<file path="src/rtl/div_iter_if.sv">
// Launch/result bundle between the Execute stage and the iterative divider.
interface div_iter_if #(parameter int unsigned XLEN = 64);
    logic            StartE;
    logic            FlushE;
    logic [XLEN-1:0] ForwardedSrcAE;
    logic [XLEN-1:0] ForwardedSrcBE;
    logic [2:0]      Funct3E;
    logic            W64E;
    logic            BusyE;
    logic            DoneE;
    logic [XLEN-1:0] ResultE;

    modport master (
        output StartE, FlushE, ForwardedSrcAE, ForwardedSrcBE, Funct3E, W64E,
        input  BusyE, DoneE, ResultE
    );

    modport slave (
        input  StartE, FlushE, ForwardedSrcAE, ForwardedSrcBE, Funct3E, W64E,
        output BusyE, DoneE, ResultE
    );
endinterface

</file>
<file path="src/rtl/div_iter.sv">
// Iterative radix-2 restoring divider for RISC-V DIV/DIVU/REM/REMU.
// Define DIV_WORD_OPS_EN (XLEN=64 only) to enable the DIVW/DIVUW/REMW/REMUW forms via W64E.
module div_iter #(
    parameter int unsigned XLEN = 64
) (
    input  logic       clk,
    input  logic       reset,
    div_iter_if.slave  bus
);

    localparam int unsigned CW = $clog2(XLEN);

    typedef enum logic [1:0] {IDLE, BUSY, DONE} state_t;

    state_t          state_q, state_d;
    logic            busy_d, done_d, launch, load_res;

    logic [XLEN:0]   rem_q;
    logic [XLEN-1:0] quo_q, div_q;
    logic [CW-1:0]   cnt_q;
    logic            neg_q_q, neg_r_q, is_rem_q;

    logic            is_signed, word, neg_a, neg_b, div0, ovf, special;
    logic [XLEN-1:0] a_ext, b_ext, abs_a, abs_b, q_init, min_neg, spec_raw, spec_res;

    logic [2*XLEN:0] shifted;
    logic [XLEN:0]   r_sh, t, r_new;
    logic [XLEN-1:0] q_new, q_fin, r_fin, fin_raw, fin_res;

`ifdef DIV_WORD_OPS_EN
    logic            word_q;
    logic            unused_f3;
    assign unused_f3 = bus.Funct3E[2];
`else
    logic            unused_ins;
    assign unused_ins = ^{bus.Funct3E[2], bus.W64E};
`endif

    // Operand conditioning and special-case detection at launch
    always_comb begin
        is_signed = ~bus.Funct3E[0];
        a_ext     = bus.ForwardedSrcAE;
        b_ext     = bus.ForwardedSrcBE;
        min_neg   = {1'b1, {(XLEN-1){1'b0}}};
`ifdef DIV_WORD_OPS_EN
        word = bus.W64E;
        if (word) begin
            a_ext   = is_signed ? XLEN'($signed(bus.ForwardedSrcAE[31:0])) : XLEN'(bus.ForwardedSrcAE[31:0]);
            b_ext   = is_signed ? XLEN'($signed(bus.ForwardedSrcBE[31:0])) : XLEN'(bus.ForwardedSrcBE[31:0]);
            min_neg = XLEN'($signed(32'h8000_0000));
        end
`else
        word = 1'b0;
`endif
        neg_a   = is_signed & a_ext[XLEN-1];
        neg_b   = is_signed & b_ext[XLEN-1];
        abs_a   = neg_a ? -a_ext : a_ext;
        abs_b   = neg_b ? -b_ext : b_ext;
        // Word ops start with |A| in the upper half so 32 shifts drain it into R
        q_init  = word ? (abs_a << 32) : abs_a;
        div0    = (b_ext == '0);
        ovf     = is_signed && (a_ext == min_neg) && (b_ext == '1);
        special = div0 | ovf;
        if (bus.Funct3E[1])
            spec_raw = div0 ? a_ext : '0;
        else
            spec_raw = div0 ? '1 : a_ext;
        spec_res = spec_raw;
`ifdef DIV_WORD_OPS_EN
        if (word) spec_res = XLEN'($signed(spec_raw[31:0]));
`endif
    end

    // One restoring step plus sign fix-up of the would-be final result
    always_comb begin
        shifted = {rem_q, quo_q} << 1;
        r_sh    = shifted[2*XLEN:XLEN];
        t       = r_sh - {1'b0, div_q};
        r_new   = r_sh;
        q_new   = shifted[XLEN-1:0];
        if (!t[XLEN]) begin
            r_new = t;
            q_new = shifted[XLEN-1:0] | XLEN'(1);
        end
        q_fin   = neg_q_q ? -q_new : q_new;
        r_fin   = neg_r_q ? -r_new[XLEN-1:0] : r_new[XLEN-1:0];
        fin_raw = is_rem_q ? r_fin : q_fin;
        fin_res = fin_raw;
`ifdef DIV_WORD_OPS_EN
        if (word_q) fin_res = XLEN'($signed(fin_raw[31:0]));
`endif
    end

    always_ff @(posedge clk) begin
        if (reset) state_q <= IDLE;
        else       state_q <= state_d;
    end

    always_comb begin
        state_d  = state_q;
        launch   = 1'b0;
        load_res = 1'b0;
        unique case (state_q)
            IDLE: begin
                if (bus.StartE && !bus.FlushE) begin
                    launch = 1'b1;
                    if (special) begin
                        state_d  = DONE;
                        load_res = 1'b1;
                    end else begin
                        state_d = BUSY;
                    end
                end
            end
            BUSY: begin
                if (bus.FlushE) begin
                    state_d = IDLE;
                end else if (cnt_q == '0) begin
                    state_d  = DONE;
                    load_res = 1'b1;
                end
            end
            DONE:    state_d = IDLE;
            default: state_d = IDLE;
        endcase
        busy_d = (state_d == BUSY);
        done_d = (state_d == DONE);
    end

    always_ff @(posedge clk) begin
        if (reset) begin
            rem_q       <= '0;
            quo_q       <= '0;
            div_q       <= '0;
            cnt_q       <= '0;
            neg_q_q     <= 1'b0;
            neg_r_q     <= 1'b0;
            is_rem_q    <= 1'b0;
            bus.BusyE   <= 1'b0;
            bus.DoneE   <= 1'b0;
            bus.ResultE <= '0;
`ifdef DIV_WORD_OPS_EN
            word_q      <= 1'b0;
`endif
        end else begin
            bus.BusyE <= busy_d;
            bus.DoneE <= done_d;
            if (load_res)
                bus.ResultE <= (state_q == IDLE) ? spec_res : fin_res;
            if (launch) begin
                rem_q    <= '0;
                quo_q    <= q_init;
                div_q    <= abs_b;
                cnt_q    <= word ? CW'(31) : CW'(XLEN-1);
                neg_q_q  <= neg_a ^ neg_b;
                neg_r_q  <= neg_a;
                is_rem_q <= bus.Funct3E[1];
`ifdef DIV_WORD_OPS_EN
                word_q   <= word;
`endif
            end else if (state_q == BUSY) begin
                rem_q <= r_new;
                quo_q <= q_new;
                if (cnt_q != '0) cnt_q <= cnt_q - CW'(1);
            end
        end
    end

endmodule
</file>
<file path="src/flat_wrapper.sv">
// flat-port wrapper written by rule: the top's interface ports become plain ports
module div_iter_flat 
#(
    parameter int unsigned XLEN = 64
)
  (clk, reset, bus_StartE, bus_FlushE, bus_ForwardedSrcAE, bus_ForwardedSrcBE, bus_Funct3E, bus_W64E, bus_BusyE, bus_DoneE, bus_ResultE);
  div_iter_if #(.XLEN(XLEN)) bus_i ();
  input  logic clk;
  input  logic reset;
  input wire logic [$bits(bus_i.StartE)-1:0] bus_StartE;
  input wire logic [$bits(bus_i.FlushE)-1:0] bus_FlushE;
  input wire logic [$bits(bus_i.ForwardedSrcAE)-1:0] bus_ForwardedSrcAE;
  input wire logic [$bits(bus_i.ForwardedSrcBE)-1:0] bus_ForwardedSrcBE;
  input wire logic [$bits(bus_i.Funct3E)-1:0] bus_Funct3E;
  input wire logic [$bits(bus_i.W64E)-1:0] bus_W64E;
  output wire logic [$bits(bus_i.BusyE)-1:0] bus_BusyE;
  output wire logic [$bits(bus_i.DoneE)-1:0] bus_DoneE;
  output wire logic [$bits(bus_i.ResultE)-1:0] bus_ResultE;
  assign bus_i.StartE = bus_StartE;
  assign bus_i.FlushE = bus_FlushE;
  assign bus_i.ForwardedSrcAE = bus_ForwardedSrcAE;
  assign bus_i.ForwardedSrcBE = bus_ForwardedSrcBE;
  assign bus_i.Funct3E = bus_Funct3E;
  assign bus_i.W64E = bus_W64E;
  assign bus_BusyE = bus_i.BusyE;
  assign bus_DoneE = bus_i.DoneE;
  assign bus_ResultE = bus_i.ResultE;
  div_iter #(.XLEN(XLEN)) u_core (.clk(clk), .reset(reset), .bus(bus_i));
endmodule
</file>
<file path="config.mk">
export PLATFORM = sky130hd
export DESIGN_NAME = div_iter_flat
export DESIGN_NICKNAME = d
export VERILOG_FILES = /design/src/rtl/div_iter_if.sv /design/src/rtl/div_iter.sv /design/src/flat_wrapper.sv
export SDC_FILE = /design/constraint.sdc
export NUM_CORES = 1
export LEC_CHECK = 0
export BUFFER_PORTS_ARGS = -buffer_cell sky130_fd_sc_hd__buf_2
export CAP_MARGIN = 20
export CORE_ASPECT_RATIO = 2
export CORE_MARGIN = 2
export CORE_UTILIZATION = 30
export DETAILED_ROUTE_END_ITERATION = 10
export GPL_TIMING_DRIVEN = 0
export PLACE_DENSITY_LB_ADDON = 0.12
export SKIP_CTS_REPAIR_TIMING = 1
export SLEW_MARGIN = 0
export SYNTH_ARGS = -nofsm -noshare
export SYNTH_HDL_FRONTEND = slang
export SYNTH_SLANG_ARGS = --single-unit
export TNS_END_PERCENT = 50
</file>
<file path="constraint.sdc">
create_clock -name clk -period 7 [get_ports clk]
set_input_delay 1.4 -clock clk [delete_from_list [all_inputs] [get_ports clk]]
set_output_delay 1.4 -clock clk [all_outputs]
set_load 0.005 [all_outputs]
</file>
==> summary.txt <==
status: completed
Yosys reg bits: 269
cell row count: 144
clock sinks: 269
RSZ-0062 raised after global routing: false
CTS H-tree depth: 1
core area: 76,750 µm²
Final #Nets: 3,715
Hold Crit Class: register to register
I/O pin cnt: 202
worst path bufs/invs: 7
Net Count, Synth: 3,464
DR WL/cell: 29.79 µm
critical path class: register to register
most frequent cells in the layout: nor2_1 (381), nand2_1 (339), a21oi_1 (320), dfxtp_1 (269), buf_2 (230)
Post-synth EDFFs: 0
period utilisation layout: 99.51%
CP required: 7.49 ns
# fillers: 8,695
crit path launch type: register
Layout Utilization: 34.91%
most used flip-flop cell after synthesis: dfxtp_1
clock-pin slew on the worst setup and hold paths: 0.06 ns
DRC violations left: 0
Fin. Hold Viols: 0
CP dominant cell by count: buf_2
complex-gate fraction of the synthesized area: 29.94%
initial antenna violation count: 2
TritonRoute pass-1 iters: 5
Layout area overhead: 15.54%
Yosys cell types: 101
max-slew violations: 0
Critical Path End Type: register
leak pwr: 9.786 nW
DR iter-0 viols: 2,085
Critical Path Fanout Max: 10
Layout Cells excl Fill: 4,551
largest stage delay on the critical path: 0.81 ns
Pwr Total: 6.749 mW
commonest non-fill, non-tap cell in the layout: nor2_1
first-pass GRT wire length: 190,500 µm
vias in the first global route: 26,950
vias after detailed routing: 26,510
GRT Residual Overflow: 0
Clock Latency Late Sink: 0.65 ns
# setup viols final: 0
final wirelength: 135,600 µm
Highest Clock Rate: 143.6 MHz
Post-Syn Instances: 3,257
mapped cell area: 23,190 µm²
CTS tree: yes
die extent in y: 397.2 µm
max_cap viols: 0
Post-Synth XOR/XNOR Area: 10.31%
post-synthesis simple-gate area fraction: 24.29%
Post-DRT Antenna Nets: 0
Setup Skew: 0.02601 ns
largest family of logic cells by synthesized area: compound AO/OA/AOI/OAI gates
worst path arrival time: 7.45 ns
largest net degree at the start of global routing: 16
layout cells sized above 1: 11.17%
Die X-Extent: 200.6 µm
Max rail drop VDD: 0.0002354 V
DP HPWL: 112,700 µm
die area: 79,670 µm²
cell family with most CP delay: buffers and inverters
setup TNS: 0 ns
CTS max path bufs: 3
P per Cell Area: 251.9 nW/µm²
CTS Root Cell: clkbuf_16
GP Congestion: 1.000
register area share after synthesis: 23.22%
Synth async-reset ratio: 0%
Initial Util: 30.21%
slew margin rel.: 13.27%
cell chain of the critical path: inv_1, ha_1, buf_6, a21oi_2, o21ai_2, a21o_1, a2111o_1, a21o_4, a21boi_4, xnor2_4, buf_4, buf_2, buf_1, clkbuf_1, buf_2, mux2i_1, xnor2_1, a21oi_1, a211oi_1, nor3_1
Yosys Warn Count: 0
total track usage: 33.11%
Slew @ Worst Pin: 1.296 ns
Final min period: 6.966 ns
port buffer count: 199
slowest cell on the critical path: clkbuf_1
Num CTS Buffers: 29
Synth Area in Adders: 5.331%
dpl cells: 4,479
Syn Area/Cell: 7.120 µm²
multiplexer share of the synthesized area: 1.619%
via-per-instance ratio: 5.826
## metal layers
metal	up-vias	part of all wire [%]	global-route usage, %
met2	964	50	60.93
li1	12430	-	-
met5	-	0.0089	0
met1	12670	33	30.79
met4	2	12	34.43
met3	450	3.9	3.817
## where the power goes
part / switching, mW / total, mW / internal, mW
sequential: 0.112 / 1.73 / 1.61
combinational: 2.35 / 3.40 / 1.05
clock: 0.755 / 1.62 / 0.866
total: 3.22 / 6.75 / 3.53
## registers in the layout, indices dropped and copies added, names as in the netlist
| register | count |
|---|---|
| u_core.rem_q | 64 |
| u_core.bus.ResultE | 64 |
| u_core.div_q | 64 |
| u_core.cnt_q | 6 |
| u_core.bus.DoneE | 1 |
| u_core.state_q | 2 |
| u_core.neg_r_q | 1 |
| u_core.is_rem_q | 1 |
| u_core.bus.BusyE | 1 |
| u_core.quo_q | 64 |
| u_core.neg_q_q | 1 |
## worst paths after layout
kind,end,slack (ns),depth (start not counted),startpoint
min reg2reg,u_core.bus.ResultE[26]$_SDFFE_PP0P_,0.44,2,u_core.bus.ResultE[26]$_SDFFE_PP0P_
max reg2reg,u_core.bus.ResultE[24]$_SDFFE_PP0P_,0.03,20,u_core.div_q[13]$_SDFFE_PP0P_
max,u_core.bus.ResultE[24]$_SDFFE_PP0P_,0.03,20,u_core.div_q[13]$_SDFFE_PP0P_
min,u_core.bus.ResultE[26]$_SDFFE_PP0P_,0.44,2,u_core.bus.ResultE[26]$_SDFFE_PP0P_
## cell type report
cell class | count | area (µm²) | area share, %
multi-input combinational | 2678 | 16740 | 62.48
sequential | 269 | 5385 | 20.10
tap | 1022 | 1279 | 4.773
timing repair buffer | 223 | 1191 | 4.446
buffer | 208 | 882.1 | 3.292
clock buffer | 42 | 834.6 | 3.115
inverter | 99 | 384.1 | 1.434
clock inverter | 9 | 95.09 | 0.3549
antenna | 1 | 2.502 | 0.009340
## cell families after synthesis
kind of cell | Yosys count
AND/OR/NAND/NOR | 1201
AO/OA/AOI/OAI | 1063
buffers and inverters | 310
XOR/XNOR | 272
flip-flops | 269
adder cells (fa/ha/maj) | 105
multiplexers | 37
## through the flow
step	hold WS [ns]	worst slack [ns]	instance area, µm²
floorplan	0.4319	0.9366	23190
global placement	0.4313	-2.621	25460
detailed placement	0.4330	-2.582	25480
CTS	0.4427	-2.615	26410
global route	0.4792	0.0008384	26790
finish	0.4408	0.03399	26790
## cell usage after synthesis (35+ instances only)
master | instances | area share [%]
a211oi_1 | 139 | 4.5
a21oi_1 | 321 | 6.9
a22oi_1 | 65 | 2.1
buf_2 | 35 | 0.76
clkbuf_1 | 149 | 2.4
dfxtp_1 | 269 | 23
ha_1 | 70 | 3.8
inv_1 | 96 | 1.6
nand2_1 | 341 | 5.5
nand3_1 | 66 | 1.4
nand4_1 | 51 | 1.4
nor2_1 | 381 | 6.2
nor3_1 | 103 | 2.2
nor4_1 | 37 | 1.0
o21ai_0 | 188 | 4.1
o31ai_1 | 62 | 2.0
or3_1 | 56 | 1.5
xnor2_1 | 143 | 5.4
xor2_1 | 128 | 4.8
## worst reg2reg max path, stage by stage (launching register included)
cell	delay [ns]
dfxtp_1	0.31
inv_1	0.35
ha_1	0.33
buf_6	0.14
a21oi_2	0.18
o21ai_2	0.12
a21o_1	0.24
a2111o_1	0.47
a21o_4	0.26
a21boi_4	0.26
xnor2_4	0.24
buf_4	0.22
buf_2	0.27
buf_1	0.78
clkbuf_1	0.82
buf_2	0.46
mux2i_1	0.37
xnor2_1	0.24
a21oi_1	0.12
a211oi_1	0.55
nor3_1	0.10
Note: power is estimated with default switching activity, not from simulation.
